`src/rtl/fft_acc_ram_arb.sv`:
```
// Two-master arbiter for the FFT accelerator's single-port instruction/data RAM.
// Define FFT_ACC_RAM_ARB_RR_EN for round-robin conflicts; otherwise m0 has fixed priority.
module fft_acc_ram_arb #(
   parameter int unsigned ADDR_W = 13,
   parameter int unsigned DATA_W = 32
) (
   input  logic                  clk,
   input  logic                  reset,
   input  logic                  halt,
   input  logic [ADDR_W-1:0]     m0_address,
   input  logic [DATA_W/8-1:0]   m0_byteenable,
   input  logic                  m0_read,
   input  logic                  m0_write,
   input  logic [DATA_W-1:0]     m0_writedata,
   output logic                  m0_waitrequest,
   output logic [DATA_W-1:0]     m0_readdata,
   output logic                  m0_readdatavalid,
   input  logic [ADDR_W-1:0]     m1_address,
   input  logic [DATA_W/8-1:0]   m1_byteenable,
   input  logic                  m1_read,
   input  logic                  m1_write,
   input  logic [DATA_W-1:0]     m1_writedata,
   output logic                  m1_waitrequest,
   output logic [DATA_W-1:0]     m1_readdata,
   output logic                  m1_readdatavalid,
   output logic [ADDR_W-1:0]     ram_address,
   output logic [DATA_W/8-1:0]   ram_byteenable,
   output logic                  ram_chipselect,
   output logic                  ram_write,
   output logic [DATA_W-1:0]     ram_writedata,
   output logic                  ram_clken,
   input  logic [DATA_W-1:0]     ram_readdata
);

   logic       req0, req1;
   logic       gnt0, gnt1;
   logic [1:0] rd_pend_d, rd_pend_q;

   assign req0 = m0_read | m0_write;
   assign req1 = m1_read | m1_write;

`ifdef FFT_ACC_RAM_ARB_RR_EN
   // High when m0 took the last accepted transfer; reset low so m0 wins the first conflict.
   logic last_grant;

   always_ff @(posedge clk or posedge reset) begin
      if (reset) begin
         last_grant <= 1'b0;
      end else if (gnt0 | gnt1) begin
         last_grant <= gnt0;
      end
   end

   always_comb begin
      gnt0 = 1'b0;
      gnt1 = 1'b0;
      if (!halt) begin
         if (req0 && req1) begin
            gnt0 = ~last_grant;
            gnt1 = last_grant;
         end else begin
            gnt0 = req0;
            gnt1 = req1;
         end
      end
   end
`else
   always_comb begin
      gnt0 = 1'b0;
      gnt1 = 1'b0;
      if (!halt) begin
         gnt0 = req0;
         gnt1 = req1 & ~req0;
      end
   end
`endif

   assign m0_waitrequest = req0 ? ~gnt0 : halt;
   assign m1_waitrequest = req1 ? ~gnt1 : halt;

   // Idle port parks on m0's fields with the write strobe suppressed.
   always_comb begin
      ram_chipselect = gnt0 | gnt1;
      ram_clken      = 1'b1;
      if (gnt1) begin
         ram_address    = m1_address;
         ram_byteenable = m1_byteenable;
         ram_writedata  = m1_writedata;
         ram_write      = m1_write;
      end else begin
         ram_address    = m0_address;
         ram_byteenable = m0_byteenable;
         ram_writedata  = m0_writedata;
         ram_write      = gnt0 & m0_write;
      end
   end

   // A write with read also asserted is a write, so it produces no return.
   assign rd_pend_d = {gnt1 & m1_read & ~m1_write, gnt0 & m0_read & ~m0_write};

   always_ff @(posedge clk or posedge reset) begin
      if (reset) begin
         rd_pend_q <= 2'b00;
      end else begin
         rd_pend_q <= rd_pend_d;
      end
   end

   assign m0_readdatavalid = rd_pend_q[0];
   assign m1_readdatavalid = rd_pend_q[1];
   assign m0_readdata      = ram_readdata;
   assign m1_readdata      = ram_readdata;

endmodule

```
`config.mk`:
```
export PLATFORM = sky130hd
export DESIGN_NAME = fft_acc_ram_arb
export DESIGN_NICKNAME = d
export VERILOG_FILES = /design/src/rtl/fft_acc_ram_arb.sv
export SDC_FILE = /design/constraint.sdc
export NUM_CORES = 1
export LEC_CHECK = 0
export ABC_AREA = 1
export CORE_MARGIN = 10
export CORE_UTILIZATION = 21
export CTS_CLUSTER_DIAMETER = 120
export DETAILED_ROUTE_END_ITERATION = 8
export MAX_ROUTING_LAYER = met4
export PLACE_DENSITY = 0.84
export SKIP_CTS_REPAIR_TIMING = 1
export SKIP_LAST_GASP = 1
export SLEW_MARGIN = 20
export SYNTH_ARGS = -nofsm -noshare
export SYNTH_HDL_FRONTEND = slang
export SYNTH_SLANG_ARGS = --single-unit
```
`constraint.sdc`:
```
create_clock -name clk -period 1.6 [get_ports clk]
set_clock_uncertainty 0.2 [all_clocks]
set_input_delay 0.32 -clock clk [delete_from_list [all_inputs] [get_ports clk]]
set_output_delay 0.32 -clock clk [all_outputs]
set_load 0.005 [all_outputs]
```
-- Word level (Yosys, flattened, before mapping)
Index checks and enable logic that the tools add are counted.
- $add $sub $neg: 0
- multipliers: 0
- divide/modulo/power cells: 0
- $lt $le $gt $ge: 0
- equal/unequal tests: 0
- shift-type cells: 0
- multiplexer cells: 8
- bitwise gates (word level): 14
- reductions and logical operators: 0
- operator list (kind ; number):
    two-way mux 32 bit ; 1
    two-way mux 13 bit ; 1
    bitwise AND 1 bit ; 6
    two-way mux 1 bit ; 5
    inverter 1 bit ; 5
    two-way mux 4 bit ; 1
    OR 1 bit ; 3
- register bits after elaboration: 2
- latch bits: 0
- bits in writable memories: 0
- bits in read-only memories: 0
- input port bits: 137
- output and inout bits: 120
- logic and storage cells: 23
- memories: 0

-- Longest topological paths before layout
Gate-level depths: netlist of run 1.
- depth after elaboration: 6
- depth in mapped cells: 7
- mapped depth without buffers: 5

-- Worst setup path after synthesis of run 1
No wires, ideal clock.
- path type: input-to-output
- start point: input port m1_write
- end point: output port ram_address[10]
- arrival: 990 ps
- required time: 1080 ps
- path slack: 90 ps
- stages: 7
- buffers on the path: 2
- path through: inv_1 nand2_1 nand3_2 buf_2 buf_6 nand2_1 nand2_1
- cells in the longest elaborated chain, start to end: 4
- RTL lines (element ; line ; source):
    from (decl) ; 21 ; input logic m1_write,
    OR 1 bit ; 40 ; assign req1 = m1_read | m1_write;
    bitwise AND 1 bit ; 73 ; gnt1 = req1 & ~req0;
    two-way mux 1 bit ; 71 ; if (!halt) begin
    two-way mux 13 bit ; 85 ; if (gnt1) begin
    to (decl) ; 26 ; output logic [ADDR_W-1:0] ram_address,
Every way passes these cells.

-- Worst setup path in the final report of run 1
- start point: input port m0_read
- end point: output port ram_writedata[24]
- cells in the longest elaborated chain, start to end: 5
- RTL lines (element ; line ; source):
    from (decl) ; 12 ; input logic m0_read,
    OR 1 bit ; 39 ; assign req0 = m0_read | m0_write;
    inverter 1 bit ; 73 ;
    bitwise AND 1 bit ; 73 ;
    two-way mux 1 bit ; 71 ;
    two-way mux 32 bit ; 85 ;
    to (decl) ; 30 ; output logic [DATA_W-1:0] ram_writedata,
Every way passes these cells.

==> results of run 1 <==
-- layout by cell type (no fill, tap or decap) --
cell type,synthesis,routed
sky130_fd_sc_hd__nand4_1,50,50
sky130_fd_sc_hd__dlymetal6s2s_1,0,4
sky130_fd_sc_hd__nand3_4,0,1
sky130_fd_sc_hd__buf_2,4,25
sky130_fd_sc_hd__inv_2,1,3
sky130_fd_sc_hd__a21oi_1,2,2
sky130_fd_sc_hd__inv_1,6,4
sky130_fd_sc_hd__dfrtp_1,2,2
sky130_fd_sc_hd__nor3_1,1,1
sky130_fd_sc_hd__nand2_2,0,37
sky130_fd_sc_hd__buf_4,65,10
sky130_fd_sc_hd__nand2_4,0,9
sky130_fd_sc_hd__nor2_4,1,1
sky130_fd_sc_hd__buf_12,0,8
sky130_fd_sc_hd__buf_6,1,32
sky130_fd_sc_hd__o21ai_0,1,1
sky130_fd_sc_hd__conb_1,1,1
sky130_fd_sc_hd__buf_8,0,3
sky130_fd_sc_hd__clkbuf_16,0,9
sky130_fd_sc_hd__nand2_1,99,53
sky130_fd_sc_hd__clkdlybuf4s50_1,0,101
sky130_fd_sc_hd__nor2_1,1,1
sky130_fd_sc_hd__clkbuf_2,0,18
sky130_fd_sc_hd__clkbuf_8,0,3
-- Yosys cell counts --
cell type / count
sky130_fd_sc_hd__a21oi_1: 2
sky130_fd_sc_hd__buf_1: 6
sky130_fd_sc_hd__buf_2: 4
sky130_fd_sc_hd__buf_4: 65
sky130_fd_sc_hd__buf_6: 1
sky130_fd_sc_hd__clkbuf_1: 10
sky130_fd_sc_hd__conb_1: 1
sky130_fd_sc_hd__dfrtp_1: 2
sky130_fd_sc_hd__inv_1: 6
sky130_fd_sc_hd__inv_2: 1
sky130_fd_sc_hd__nand2_1: 99
sky130_fd_sc_hd__nand3_2: 1
sky130_fd_sc_hd__nand4_1: 50
sky130_fd_sc_hd__nor2_1: 1
sky130_fd_sc_hd__nor2_4: 1
sky130_fd_sc_hd__nor3_1: 1
sky130_fd_sc_hd__o21ai_0: 1
-- layer usage --
metal | track usage | share of wire | vias up
li1 | - | - | 1025
met1 | 0.1355 | 0.38 | 955
met2 | 0.2065 | 0.50 | 130
met3 | 0.04016 | 0.082 | 44
met4 | 0.06431 | 0.035 | 0
met5 | - | 0 | -
-- critical path: stages --
cell and delay, ps:
sky130_fd_sc_hd__buf_6 100, sky130_fd_sc_hd__nor2_4 130, sky130_fd_sc_hd__buf_6 110, sky130_fd_sc_hd__nand3_4 170
sky130_fd_sc_hd__buf_6 190, sky130_fd_sc_hd__buf_12 130, sky130_fd_sc_hd__buf_6 120, sky130_fd_sc_hd__nand2_2 60
sky130_fd_sc_hd__nand2_2 50, sky130_fd_sc_hd__buf_6 110
-- kinds of logic after synthesis --
family | Yosys count | synth area share
and+or+nand+nor | 153 | 0.5144
buffers and inverters | 93 | 0.4360
AOI/OAI and AO/OA | 3 | 0.01081
DFF | 2 | 0.03604
other | 1 | 0.002700
-- worst max path at each step --
stage	to	slack (ps)	cells past startpoint
3_5_place_dp	m1_waitrequest	-910	7
2_1_floorplan	ram_address[10]	90	7
6_report	ram_writedata[24]	-420	10
3_3_place_gp	ram_writedata[17]	-850	7
5_1_grt	ram_writedata[24]	-480	10
4_1_cts	m1_waitrequest	-930	7
-- power groups by stage --
stage	combinational [W]	clock (W)	sequential (W)
after global placement	0.000692	0	0.0000532
after floorplan	0.000306	0	0.0000534
after CTS	0.000706	0.000211	0.0000527
after global routing	0.000874	0.000220	0.0000528
after detailed placement	0.000703	0	0.0000532
final	0.000819	0.000216	0.0000527
-- per-stage QoR --
step / cell area [sq um] / util / setup WS (ps)
after CTS: 2699 / 0.4226 / -934.8
after global routing: 3257 / 0.5100 / -482.5
final: 3257 / 0.5100 / -419.4
after floorplan: 1389 / - / 90.25
after global placement: 2658 / 0.4161 / -848.3
after detailed placement: 2658 / 0.4161 / -910.0
-- cell type report --
class	count	share of cell area
well taps	77	0.02958
flip-flops and latches	2	0.01537
clock buffers	3	0.01268
inverters	7	0.008068
multi-input cells	157	0.2766
repair buffers	210	0.6577
==> impl_results.rst, run 1 <==
.. list-table::
   :header-rows: 1

   * - Metric
     - Value
   * - Violated checks
     - negative setup slack
   * - Post-Syn Nets
     - a little under 400
   * - Post-detailed-route wirelength per cell
     - 19.71 microns
   * - Post-synthesis sequential element count
     - 2
   * - YS warnings
     - 0
   * - VDD IR max
     - 0.3957 mV
   * - Effective utilization at floorplan
     - 0.2175
   * - Largest register by flop count
     - rd_pend_q
   * - Storage cell area
     - 50.05 sq um
   * - Switching part of the total power
     - 0.3354
   * - Number of placed I/O pins
     - between 200 and 300
   * - Count of placed standard cells in the final layout, fillers left out
     - approximately 460
   * - Launch point of the worst path
     - m0_read
   * - Number of H-tree levels
     - 1
   * - Hold violation total from the final report
     - 0
   * - Max reg flops
     - 2
   * - Vias in the first global route
     - 1,870
   * - Total area of multi-input combinational cells
     - 900.9 sq um
   * - Final nets
     - 518
   * - CP Data Arrival Time
     - 1500 ps
   * - CTS tree
     - built
   * - Share of the synthesized area in the top cell type
     - 0.3514
   * - Share of layout cells above drive strength 1
     - 0.4195
   * - Synthesized area divided by synthesized cell count
     - 5.511 sq um
   * - Distinct cell type count after synthesis
     - 17
   * - Cell Rows
     - 29
   * - Cell taking the most area after synthesis
     - sky130_fd_sc_hd__buf_4
   * - Type of destination of the critical path
     - primary output
   * - DIE AREA
     - between 10,000 and 15,000 sq um
   * - Req. time, crit path
     - 1080 ps
   * - CTS Buf Count
     - 3
   * - Switching power of the nets
     - 0.0003646 W
   * - Registers with the highest flip-flop counts
     - rd_pend_q (2)
   * - Max Fclk
     - 495.2 MHz
   * - Worst hold-check slack
     - 50.64 ps
   * - Total power density per cell area
     - 333.8 nW/um^2
   * - Post-Syn Area
     - 1389 sq um
   * - Max-capacitance violation count
     - 0
   * - Placed cell count
     - around 410
   * - Max Transition Viols Final
     - 0
   * - Share of the cycle needed by the critical path after routing
     - 1.262
   * - Area contributors post-synth
     - sky130_fd_sc_hd__buf_4, sky130_fd_sc_hd__nand2_1, sky130_fd_sc_hd__nand4_1
   * - Relative contribution of sequential cells to total power
     - 0.048
   * - Core ar.
     - approximately 6400 sq um
   * - Crit Path Category
     - in2out
   * - Clock-pin transition on the worst setup and hold timing paths
     - 30 ps
   * - Fill cell instance count of the final layout
     - 609
   * - Pin count of the biggest net entering global routing
     - 28
   * - Initial detailed-routing violation count
     - 82
   * - Sinks on Clock Net
     - 2
   * - Clock root buffer master
     - sky130_fd_sc_hd__clkbuf_8
   * - Overflow after GRT
     - 0
   * - Port Buf Inserts
     - 159
   * - Die Width
     - ~100 microns
   * - Final setup violation count
     - just over 50
   * - Total internal power
     - 0.0007226 W
   * - Standby leakage power
     - 1.618 nW
   * - Wire length of the first global-routing pass
     - between 10,000 and 15,000 microns
   * - Final weighted congestion of routability-driven global placement
     - 0.8124
   * - Post-Route Setup TNS
     - -15,100 ps
   * - All-layer global routing usage
     - 0.1268
   * - Logic pwr share
     - 0.753
   * - HPWL after DPL
     - 6058 microns
   * - Number of vias after detailed routing
     - 2,154
   * - Overall routed net length
     - 8990 microns
   * - Register area share after synthesis
     - 0.03604
   * - Number of vias per cell
     - 4.724
   * - Diode insertion count for antenna repair
     - 0
   * - Part of the total power dissipated in the clock network
     - 0.198
   * - Drt first pass iters
     - 4
   * - DRC violation count after routing
     - 0
   * - Die span in y
     - 101.3 microns
   * - Number of antenna violations at the first check in global routing
     - 0
   * - Unrepaired setup endpoints after global routing
     - true
   * - Worst Setup Start Kind
     - input pin
   * - Layout overhead on the synthesized area
     - 134.5%
   * - Final Worst Setup Slack
     - -419.4 ps
   * - Peak fanout along the critical path
     - 8
   * - Cells after Synth
     - between 200 and 300
   * - Post-route antenna net violation count
     - 0
   * - CTS Buffer Depth
     - 2
   * - Worst hold path class
     - in2async
   * - Final total power
     - 0.001087 W
   * - Run status
     - complete, but fails checks
   * - Minimum clock period
     - 2019 ps
Power figures use the tool's default switching activity.
==> run 2: changes to the inputs <==
--- a/config.mk
+++ b/config.mk
@@ -10,6 +10,7 @@
 export CORE_UTILIZATION = 21
 export CTS_CLUSTER_DIAMETER = 120
 export DETAILED_ROUTE_END_ITERATION = 8
+export GPL_TIMING_DRIVEN = 0
 export MAX_ROUTING_LAYER = met4
 export PLACE_DENSITY = 0.84
 export SKIP_CTS_REPAIR_TIMING = 1
==> run 2 against run 1 <==
Critical endpoint is now ram_writedata[16]. Critical path type unchanged. Critical path depth stayed put. The flow still finishes with violations (negative setup slack). Power is 22% higher. Clock power is 6% lower. Die area stayed put. First-iteration DRC count is 21% lower. Combinational power is 31% higher. Cell count is 28% higher. Hold slack better by 19 ps.
==> impl_results.rst, run 2 (synthesis results as in run 1) <==
.. list-table::
   :header-rows: 1

   * - Metric
     - Value
   * - CTS Buf Count
     - 3 (unchanged)
   * - Post-detailed-route wirelength per cell
     - 18.48 microns (-6.3%)
   * - Share of the cycle needed by the critical path after routing
     - 1.246 (-0.01621)
   * - Clock root buffer master
     - sky130_fd_sc_hd__clkbuf_8
   * - Final setup violation count
     - 49 (-3.9%)
   * - Worst Setup Start Kind
     - input pin
   * - Max-capacitance violation count
     - 0 (unchanged)
   * - Layout overhead on the synthesized area
     - 204.1%
   * - Unrepaired setup endpoints after global routing
     - true
   * - Clock-pin transition on the worst setup and hold timing paths
     - 30 ps (about the same)
   * - Req. time, crit path
     - 1080 ps (about the same)
   * - CTS tree
     - built
   * - Port Buf Inserts
     - 223 (+40%)
   * - Drt first pass iters
     - 4 (unchanged)
   * - Initial detailed-routing violation count
     - 65 (-21%)
   * - Overall routed net length
     - 10,790 microns (+20%)
   * - CTS Buffer Depth
     - 2 (unchanged)
   * - Die Width
     - 101.3 microns (unchanged)
   * - CP Data Arrival Time
     - 1470 ps (-30 ps)
   * - Hold violation total from the final report
     - 0 (unchanged)
   * - Minimum clock period
     - 1993 ps (-25.93 ps)
   * - Max Transition Viols Final
     - 0 (unchanged)
   * - VDD IR max
     - 0.3264 mV (-18%)
   * - Count of placed standard cells in the final layout, fillers left out
     - 584 (+28%)
   * - Number of H-tree levels
     - 1 (unchanged)
   * - Final Worst Setup Slack
     - -393.5 ps (+25.93 ps)
   * - Number of vias per cell
     - 4.437 (-6.1%)
   * - Registers with the highest flip-flop counts
     - rd_pend_q (2)
   * - Type of destination of the critical path
     - primary output
   * - HPWL after DPL
     - 8740 microns (+44%)
   * - Run status
     - complete, but fails checks
   * - DIE AREA
     - 10,270 sq um (unchanged)
   * - Sinks on Clock Net
     - 2 (unchanged)
   * - Vias in the first global route
     - 2,585 (+38%)
   * - Wire length of the first global-routing pass
     - 14,180 microns (+38%)
   * - Placed cell count
     - 552 (+34%)
   * - Max reg flops
     - 2 (unchanged)
   * - Pin count of the biggest net entering global routing
     - 11 (-61%)
   * - Worst hold path class
     - in2async
   * - Final weighted congestion of routability-driven global placement
     - 0.7969 (-1.9%)
   * - Peak fanout along the critical path
     - 8 (unchanged)
   * - Core ar.
     - 6386 sq um (unchanged)
   * - Storage cell area
     - 50.05 sq um (unchanged)
   * - Capturing element of the worst setup path
     - ram_writedata[16]
   * - Launch point of the worst path
     - m0_read
   * - Fill cell instance count of the final layout
     - 514 (-16%)
   * - Violated checks
     - negative setup slack
   * - Share of layout cells above drive strength 1
     - 0.4103 (-0.009269)
   * - Crit Path Category
     - in2out
   * - Die span in y
     - 101.3 microns (unchanged)
   * - DRC violation count after routing
     - 0 (unchanged)
   * - Number of vias after detailed routing
     - 2,591 (+20%)
   * - Final total power
     - 0.001323 W (+22%)
   * - Overflow after GRT
     - 0 (unchanged)
   * - All-layer global routing usage
     - 0.1762 (+0.04938)
   * - Largest register by flop count
     - rd_pend_q
   * - Post-Route Setup TNS
     - -14,080 ps (+1016 ps)
   * - Total power density per cell area
     - 313.2 nW/um^2 (-6.2%)
   * - Max Fclk
     - 501.6 MHz (+1.3%)
   * - Post-route antenna net violation count
     - 0 (unchanged)
   * - Diode insertion count for antenna repair
     - 0 (unchanged)
   * - Number of placed I/O pins
     - 257 (unchanged)
   * - Standby leakage power
     - 2.154 nW (+33%)
   * - Cell Rows
     - 29 (unchanged)
   * - Number of antenna violations at the first check in global routing
     - 0 (unchanged)
   * - Final nets
     - 646 (+25%)
   * - Leading cell type in the layout, fill and taps excluded
     - sky130_fd_sc_hd__clkdlybuf4s50_1
   * - Leading cell types in the layout, fill and taps excluded
     - sky130_fd_sc_hd__clkdlybuf4s50_1, sky130_fd_sc_hd__buf_4, sky130_fd_sc_hd__nand2_1
   * - Total area of multi-input combinational cells
     - 862.1 sq um (-4.3%)
   * - Effective utilization at floorplan
     - 0.2175 (unchanged)
## run 2: changes by cell type in the layout (fill, tap and decap cells not counted), moves of 6 or more
cell,previous run,this run
sky130_fd_sc_hd__clkdlybuf4s50_1,101,165
sky130_fd_sc_hd__clkbuf_4,0,6
sky130_fd_sc_hd__buf_4,10,76
sky130_fd_sc_hd__nand2_1,53,62
sky130_fd_sc_hd__buf_12,8,1
sky130_fd_sc_hd__dlymetal6s2s_1,4,11
## run 2: where the power goes
group / switching [W] / internal [W] / leakage, nW
Clock: 0.0000428 / 0.000159 / 0.0216
Combinational: 0.000360 / 0.000708 / 2.10
Sequential: 0.000000422 / 0.0000524 / 0.0273
## run 2: final cells by class
cell class / count / share of cell area
repair buffers: 253 / 0.5841
multi-input cells: 157 / 0.2041
plain buffers: 85 / 0.1594
well taps: 77 / 0.02281
flip-flops and latches: 2 / 0.01185
clock buffers: 3 / 0.009775
inverters: 7 / 0.007998
## run 2: layer usage
metal  global-route usage  routed length (microns)  vias to the layer above
met2               0.3228                     5632                      163
met3              0.06875                     1149                       14
met4              0.03859                      183                        0
met1               0.1708                     3827                     1134
met5                    -                        0                        -
li1                     -                        -                     1280
## run 2: critical path, stage by stage
cell and delay (ps):
sky130_fd_sc_hd__buf_6 100, sky130_fd_sc_hd__nor2_4 130, sky130_fd_sc_hd__buf_12 130, sky130_fd_sc_hd__nand3_4 160, sky130_fd_sc_hd__buf_6 170, sky130_fd_sc_hd__clkbuf_16 140
sky130_fd_sc_hd__buf_6 110, sky130_fd_sc_hd__nand2_2 40, sky130_fd_sc_hd__nand2_1 40, sky130_fd_sc_hd__buf_2 130
## run 2: metrics by stage
stage | util | instance area (sq um) | hold slack (ps) | setup slack [ps]
global route | 0.6614 | 4224 | 77.03 | -468.5
detailed placement | 0.5821 | 3717 | 282.5 | -1228
finish | 0.6614 | 4224 | 69.95 | -393.5
CTS | 0.5886 | 3759 | 64.06 | -1233
floorplan | - | 1389 | -138.8 | 90.25
global placement | 0.5821 | 3717 | 280.0 | -1221
## run 2: worst min-delay path by stage
stage	cells past startpoint	to	slack, ps
2_1_floorplan	1	rd_pend_q[0]$_DFF_PP0_	-140
3_3_place_gp	2	rd_pend_q[1]$_DFF_PP0_	280
3_5_place_dp	2	rd_pend_q[0]$_DFF_PP0_	280
4_1_cts	2	rd_pend_q[0]$_DFF_PP0_	60
5_1_grt	2	rd_pend_q[0]$_DFF_PP0_	80
6_report	2	rd_pend_q[1]$_DFF_PP0_	70
==> run 3: changes to the inputs <==
--- a/config.mk
+++ b/config.mk
@@ -6,13 +6,13 @@
 export NUM_CORES = 1
 export LEC_CHECK = 0
 export ABC_AREA = 1
-export CORE_MARGIN = 10
-export CORE_UTILIZATION = 21
+export CORE_AREA = 4 4 97 99
 export CTS_CLUSTER_DIAMETER = 120
 export DETAILED_ROUTE_END_ITERATION = 8
+export DIE_AREA = 0 0 101 103
 export GPL_TIMING_DRIVEN = 0
 export MAX_ROUTING_LAYER = met4
-export PLACE_DENSITY = 0.84
+export PLACE_DENSITY = 0.67
 export SKIP_CTS_REPAIR_TIMING = 1
 export SKIP_LAST_GASP = 1
 export SLEW_MARGIN = 20
==> run 3 against run 2 <==
The flow still finishes with violations (negative setup slack). Fmax up 3.6%. Sequential cell count unchanged. Die area increased by 1.3%. Power fell by 5.1%. Setup slack better by 70 ps. Critical path depth decreased by 1. Cell count increased by 3.9%. Utilization is 18 points lower. Sequential share of layout area is essentially flat. Critical path type unchanged. Highest routed layer unchanged.
==> impl_results.rst, run 3 (synthesis results as in run 1) <==
.. list-table::
   :header-rows: 1

   * - Metric
     - Value
   * - Run status
     - complete, but fails checks
   * - Violated checks
     - negative setup slack
   * - Part of the total power dissipated in the clock network
     - 0.157 (+0.004)
   * - Setup slack at placement
     - -1294 ps (-65.94 ps)
   * - Max Fclk
     - 519.9 MHz (+3.6%)
   * - Minimum clock period
     - 1923 ps (-69.98 ps)
   * - Die Width
     - 101 microns (-0.32%)
   * - Final instance area
     - 4111 sq um (-2.7%)
   * - Initial detailed-routing violation count
     - 88 (+35%)
   * - Unrepaired setup endpoints after global routing
     - true
   * - Max-capacitance violation count
     - 0 (unchanged)
   * - Final setup violation count
     - 50 (+2.0%)
   * - HPWL after DPL
     - 6886 microns (-21%)
   * - Number of vias after detailed routing
     - 2,511 (-3.1%)
   * - DRC violation count after routing
     - 0 (unchanged)
   * - CTS Buffer Depth
     - 2 (unchanged)
   * - CTS tree
     - built
   * - Diode insertion count for antenna repair
     - 0 (unchanged)
   * - Effective utilization at floorplan
     - 0.1624 (-0.05505)
   * - Post-route antenna net violation count
     - 0 (unchanged)
   * - Type of destination of the critical path
     - primary output
   * - CP Data Arrival Time
     - 1400 ps (-70 ps)
   * - Drt first pass iters
     - 4 (unchanged)
   * - Overflow after GRT
     - 0 (unchanged)
   * - VDD IR max
     - 0.1466 mV (-55%)
   * - Number of vias per cell
     - 4.137 (-6.8%)
   * - Req. time, crit path
     - 1080 ps (about the same)
   * - Pin count of the biggest net entering global routing
     - 11 (unchanged)
   * - CTS Buf Count
     - 3 (unchanged)
   * - Final Worst Setup Slack
     - -323.5 ps (+69.98 ps)
   * - Switching power of the nets
     - 0.0003632 W (-10%)
   * - Registers with the highest flip-flop counts
     - rd_pend_q (2)
   * - Number of antenna violations at the first check in global routing
     - 0 (unchanged)
   * - Crit Path Category
     - in2out
   * - Worst hold path class
     - in2async
   * - Standby leakage power
     - 2.105 nW (-2.3%)
   * - Clock root buffer master
     - sky130_fd_sc_hd__clkbuf_8
   * - Number of H-tree levels
     - 1 (unchanged)
   * - Share of layout cells above drive strength 1
     - 0.3747 (-0.03551)
   * - Leading cell type in the layout, fill and taps excluded
     - sky130_fd_sc_hd__clkdlybuf4s50_1
   * - Post-placement cell area
     - 3756 sq um (+1.0%)
   * - Total power density per cell area
     - 305.4 nW/um^2 (-2.5%)
   * - Max reg flops
     - 2 (unchanged)
   * - Port Buf Inserts
     - 223 (unchanged)
   * - Max Transition Viols Final
     - 0 (unchanged)
   * - Layout overhead on the synthesized area
     - 196.0%
   * - Relative contribution of sequential cells to total power
     - 0.042 (+0.002)
   * - Number of placed I/O pins
     - 257 (unchanged)
   * - Peak fanout along the critical path
     - 6 (-2)
   * - Die span in y
     - 103 microns (+1.7%)
   * - Share of the cycle needed by the critical path after routing
     - 1.202 (-0.04374)
   * - Largest register by flop count
     - rd_pend_q
   * - Hold violation total from the final report
     - 0 (unchanged)
   * - Logic pwr share
     - 0.801 (-0.006)
   * - Switching part of the total power
     - 0.2892 (-0.01592)
   * - Wire length of the first global-routing pass
     - 11,040 microns (-22%)
   * - Post-Route Setup TNS
     - -12,000 ps (+2086 ps)
   * - Final weighted congestion of routability-driven global placement
     - 0.7123 (-11%)
   * - Clock-pin transition on the worst setup and hold timing paths
     - 30 ps (about the same)
   * - Vias in the first global route
     - 2,277 (-12%)
   * - Total internal power
     - 0.0008924 W (-2.9%)
   * - Overall routed net length
     - 8410 microns (-22%)
   * - Worst Setup Start Kind
     - input pin
   * - Final nets
     - 638 (-1.2%)
   * - DIE AREA
     - 10,400 sq um (+1.3%)
   * - Post-detailed-route wirelength per cell
     - 13.86 microns (-25%)
   * - All-layer global routing usage
     - 0.1350 (-0.04118)
   * - Sinks on Clock Net
     - 2 (unchanged)
   * - Leading cell types in the layout, fill and taps excluded
     - sky130_fd_sc_hd__clkdlybuf4s50_1, sky130_fd_sc_hd__nand2_1, sky130_fd_sc_hd__buf_4
   * - Cell Rows
     - 34 (+17%)
   * - Core ar.
     - 8551 sq um (+34%)
-- run 3: changes by cell type in the layout (fill, tap and decap cells not counted), moves of 2 or more --
cell	change
sky130_fd_sc_hd__buf_2	-11
sky130_fd_sc_hd__buf_4	-5
sky130_fd_sc_hd__buf_6	-6
sky130_fd_sc_hd__clkbuf_2	+16
sky130_fd_sc_hd__clkbuf_4	-2
sky130_fd_sc_hd__nand2_1	+11
sky130_fd_sc_hd__nand2_2	-10
-- run 3: worst max-delay path, stage by stage --
cell	delay, ps
sky130_fd_sc_hd__buf_8	100
sky130_fd_sc_hd__nor2_4	220
sky130_fd_sc_hd__nand3_4	160
sky130_fd_sc_hd__buf_6	160
sky130_fd_sc_hd__clkbuf_16	140
sky130_fd_sc_hd__buf_6	110
sky130_fd_sc_hd__nand2_2	40
sky130_fd_sc_hd__nand2_1	40
sky130_fd_sc_hd__buf_2	120
-- run 3: final timing paths --
kind,cells past startpoint,end,from,slack (ps)
max,9,ram_writedata[12],m0_read,-320
min,2,rd_pend_q[0]$_DFF_PP0_,reset,60
max in group asynchronous,2,rd_pend_q[1]$_DFF_PP0_,reset,1030
min in group clk,2,rd_pend_q[0]$_DFF_PP0_,m0_write,80
-- run 3: area by class of cell --
type	count	area (sq um)
fill	880	4439
timing repair buffer	245	2355
multi-input combinational	157	825.8
buffer	85	673.1
tap	108	135.1
sequential	2	50.05
clock buffer	3	41.29
inverter	7	31.28
-- run 3: stage by stage --
step | hold WS, ps | cells | power (W) | utilization
final | 59.21 | 607 | 0.001256 | 0.4808
after detailed placement | 280.3 | 583 | 0.001026 | 0.4393
after global placement | 283.5 | 583 | 0.001017 | 0.4393
after CTS | 57.69 | 586 | 0.001233 | 0.4441
after floorplan | -138.8 | 252 | 0.0003592 | -
after global routing | 85.75 | 607 | 0.001348 | 0.4808
-- run 3: metal layers --
| layer | routed length, microns | global-route usage | part of all wire |
|---|---|---|---|
| met1 | 2928 | 0.1472 | 0.35 |
| met4 | 34 | 0.01840 | 0.0040 |
| met5 | 0 | - | 0 |
| met2 | 4566 | 0.2592 | 0.54 |
| met3 | 881 | 0.02571 | 0.10 |
-- run 3: power by group through the flow --
stage	Combinational (W)	Sequential, W	Clock (W)
6_report	0.00101	0.0000527	0.000197
5_1_grt	0.00109	0.0000527	0.000208
4_1_cts	0.000977	0.0000527	0.000203
3_5_place_dp	0.000973	0.0000531	0
3_3_place_gp	0.000964	0.0000532	0
2_1_floorplan	0.000306	0.0000534	0
==> patch: new RTL, flow settings as in run 1 <==
Add a define of `FFT_ACC_RAM_ARB_RR_EN`.
--- a/src/rtl/fft_acc_ram_arb.sv
+++ b/src/rtl/fft_acc_ram_arb.sv
@@ -1,5 +1,7 @@
 // Two-master arbiter for the FFT accelerator's single-port instruction/data RAM.
 // Define FFT_ACC_RAM_ARB_RR_EN for round-robin conflicts; otherwise m0 has fixed priority.
+`define FFT_ACC_RAM_ARB_RR_EN
+
 module fft_acc_ram_arb #(
    parameter int unsigned ADDR_W = 13,
    parameter int unsigned DATA_W = 32
Behaviour: not the same (Yosys sat finds a counterexample within 4 cycles, from zero or initial values and one cycle with reset high).
==> patch against run 1 <==
The flow still finishes with violations (negative setup slack). Wire length is 4.3% lower. Synthesized cell count grew 2.4%. Sequential cell count increased by 1. Sequential share of layout area up 0.78 points. Worst setup slack worse by 0.047 ns. Combinational power increased by 51%. Power rose by 44%. Worst hold slack better by 0.018 ns. Sequential power is 68% higher. Area after synthesis fell by 0.45%. Final area down 0.69%. Critical path type is now reg2out. Critical endpoint is now ram_writedata[31].
==> patch: results (changes against run 1) <==
| Metric | Value |
|---|---|
| Outcome | `complete, but fails checks` |
| Violated checks | `negative setup slack` |
| Peak VDD IR | `0.486 mV (+23%)` |
| Met2 Use GR | `22.3% (+1.6 points)` |
| Top post-synthesis cells by area | `buf_4 (36%), nand2_1 (29%), nand3_1 (19%), dfrtp_1 (5.4%), clkbuf_1 (2.2%)` |
| CP max-delay cell | `dfrtp_1` |
| DR WL met2 | `4510 um (+0.85%)` |
| Initial DRC Count | `101 (+23%)` |
| Placement Cell Area | `2680 um2 (+0.80%)` |
| Number of placed instances, taps included | `428 (+3.6%)` |
| Sequential cells | `3 (+1)` |
| Final nets | `519 (+0.19%)` |
| Setup TNS | `-19.52 ns (-4.42 ns)` |
| Avg WL per Cell | `18.8 um (-4.7%)` |
| P_seq | `0.0000887 W (+68%)` |
| DRT Pass-1 Iters | `6 (+2)` |
| Async S/R FF share, synth | `100% (unchanged)` |
| Bufs w/o clock | `199 (-5.2%)` |
| Final setup viols | `52 (+2.0%)` |
| Buffer share of cell area | `63.5% (-2.2 points)` |
| Met1 Use GR | `11.6% (-2.0 points)` |
| Largest net degree at the start of global routing | `27 (-3.6%)` |
| CP Max Fanout | `5 (-3)` |
| Fraction of area in registers | `2.32% (+0.78 points)` |
| Via-to-Cell Ratio | `4.60 (-2.6%)` |
| Met3 wire length | `891 um (+21%)` |
| Non-clock inverters | `8 (+1)` |
| Compound-gate portion of the synthesized area | `1.90% (+0.82 points)` |
| PD cells | `485 nW/um2 (+45%)` |
| First-pass GRT wire length | `10300 um (-0.13%)` |
| Clk_buf instances | `4 (+1)` |
| FILL cells | `575 (-5.6%)` |
| Multi-input gate area in the final layout | `918 um2 (+1.9%)` |
| Net Sw Frac | `36.9% (+3.4 points)` |
| Metal-1 WL | `2880 um (-17%)` |
| Routing usage on met3 | `4.63% (+0.61 points)` |
| Vias in the first global route | `1966 (+5.1%)` |
| Post-synth cell types | `16 (-1)` |
| Multi-In Gates | `167 (+6.4%)` |
| Share of power burned in combinational logic | `78.9% (+3.6 points)` |
| Crit path DAT | `1.55 ns (+0.05 ns)` |
| Estimated wirelength of the detail-placed design | `6100 um (+0.67%)` |
| Synth cell count leaders | `nand2_1 (107), buf_4 (66), nand3_1 (52)` |
| Leakage | `1.73 nW (+7.0%)` |
| CP max stage delay | `0.39 ns (+0.20 ns)` |
| Synth Net Count | `395 (+1.5%)` |
| Post-Syn Area per Cell | `5.36 um2 (-2.8%)` |
| GPL Wtd Cong | `0.921 (+13%)` |
| Sequential area share after synthesis | `5.43% (+1.8 points)` |
| WL final | `8610 um (-4.3%)` |
| Setup ws final | `-0.466 ns (-0.0466 ns)` |
| Fraction of layout cells with a size suffix above 1 | `34.9% (-7.0 points)` |
## patch: path summary, 6_finish.rpt
| check | start | to | slack [ns] |
|---|---|---|---|
| worst min-delay path | reset | last_grant | 0.07 |
| max in group asynchronous | reset | rd_pend_q[1] | 0.99 |
| worst max register to register | last_grant | rd_pend_q[1] | 0.27 |
| min in group clk | m1_write | rd_pend_q[1] | 0.19 |
| worst min register to register | last_grant | last_grant | 0.48 |
| worst max-delay path | last_grant | ram_writedata[31] | -0.47 |
## patch: per-stage QoR
stage | power (W) | util (%) | worst slack (ns) | hold slack (ns)
4_1_cts | 0.00135 | 42.7 | -1.05 | 0.0716
5_1_grt | 0.00166 | 50.6 | -0.510 | 0.0983
3_5_place_dp | 0.00111 | 41.9 | -1.04 | 0.296
2_1_floorplan | 0.000529 | - | 0.0106 | -0.126
3_3_place_gp | 0.00109 | 41.9 | -0.995 | 0.297
6_report | 0.00157 | 50.6 | -0.466 | 0.0691
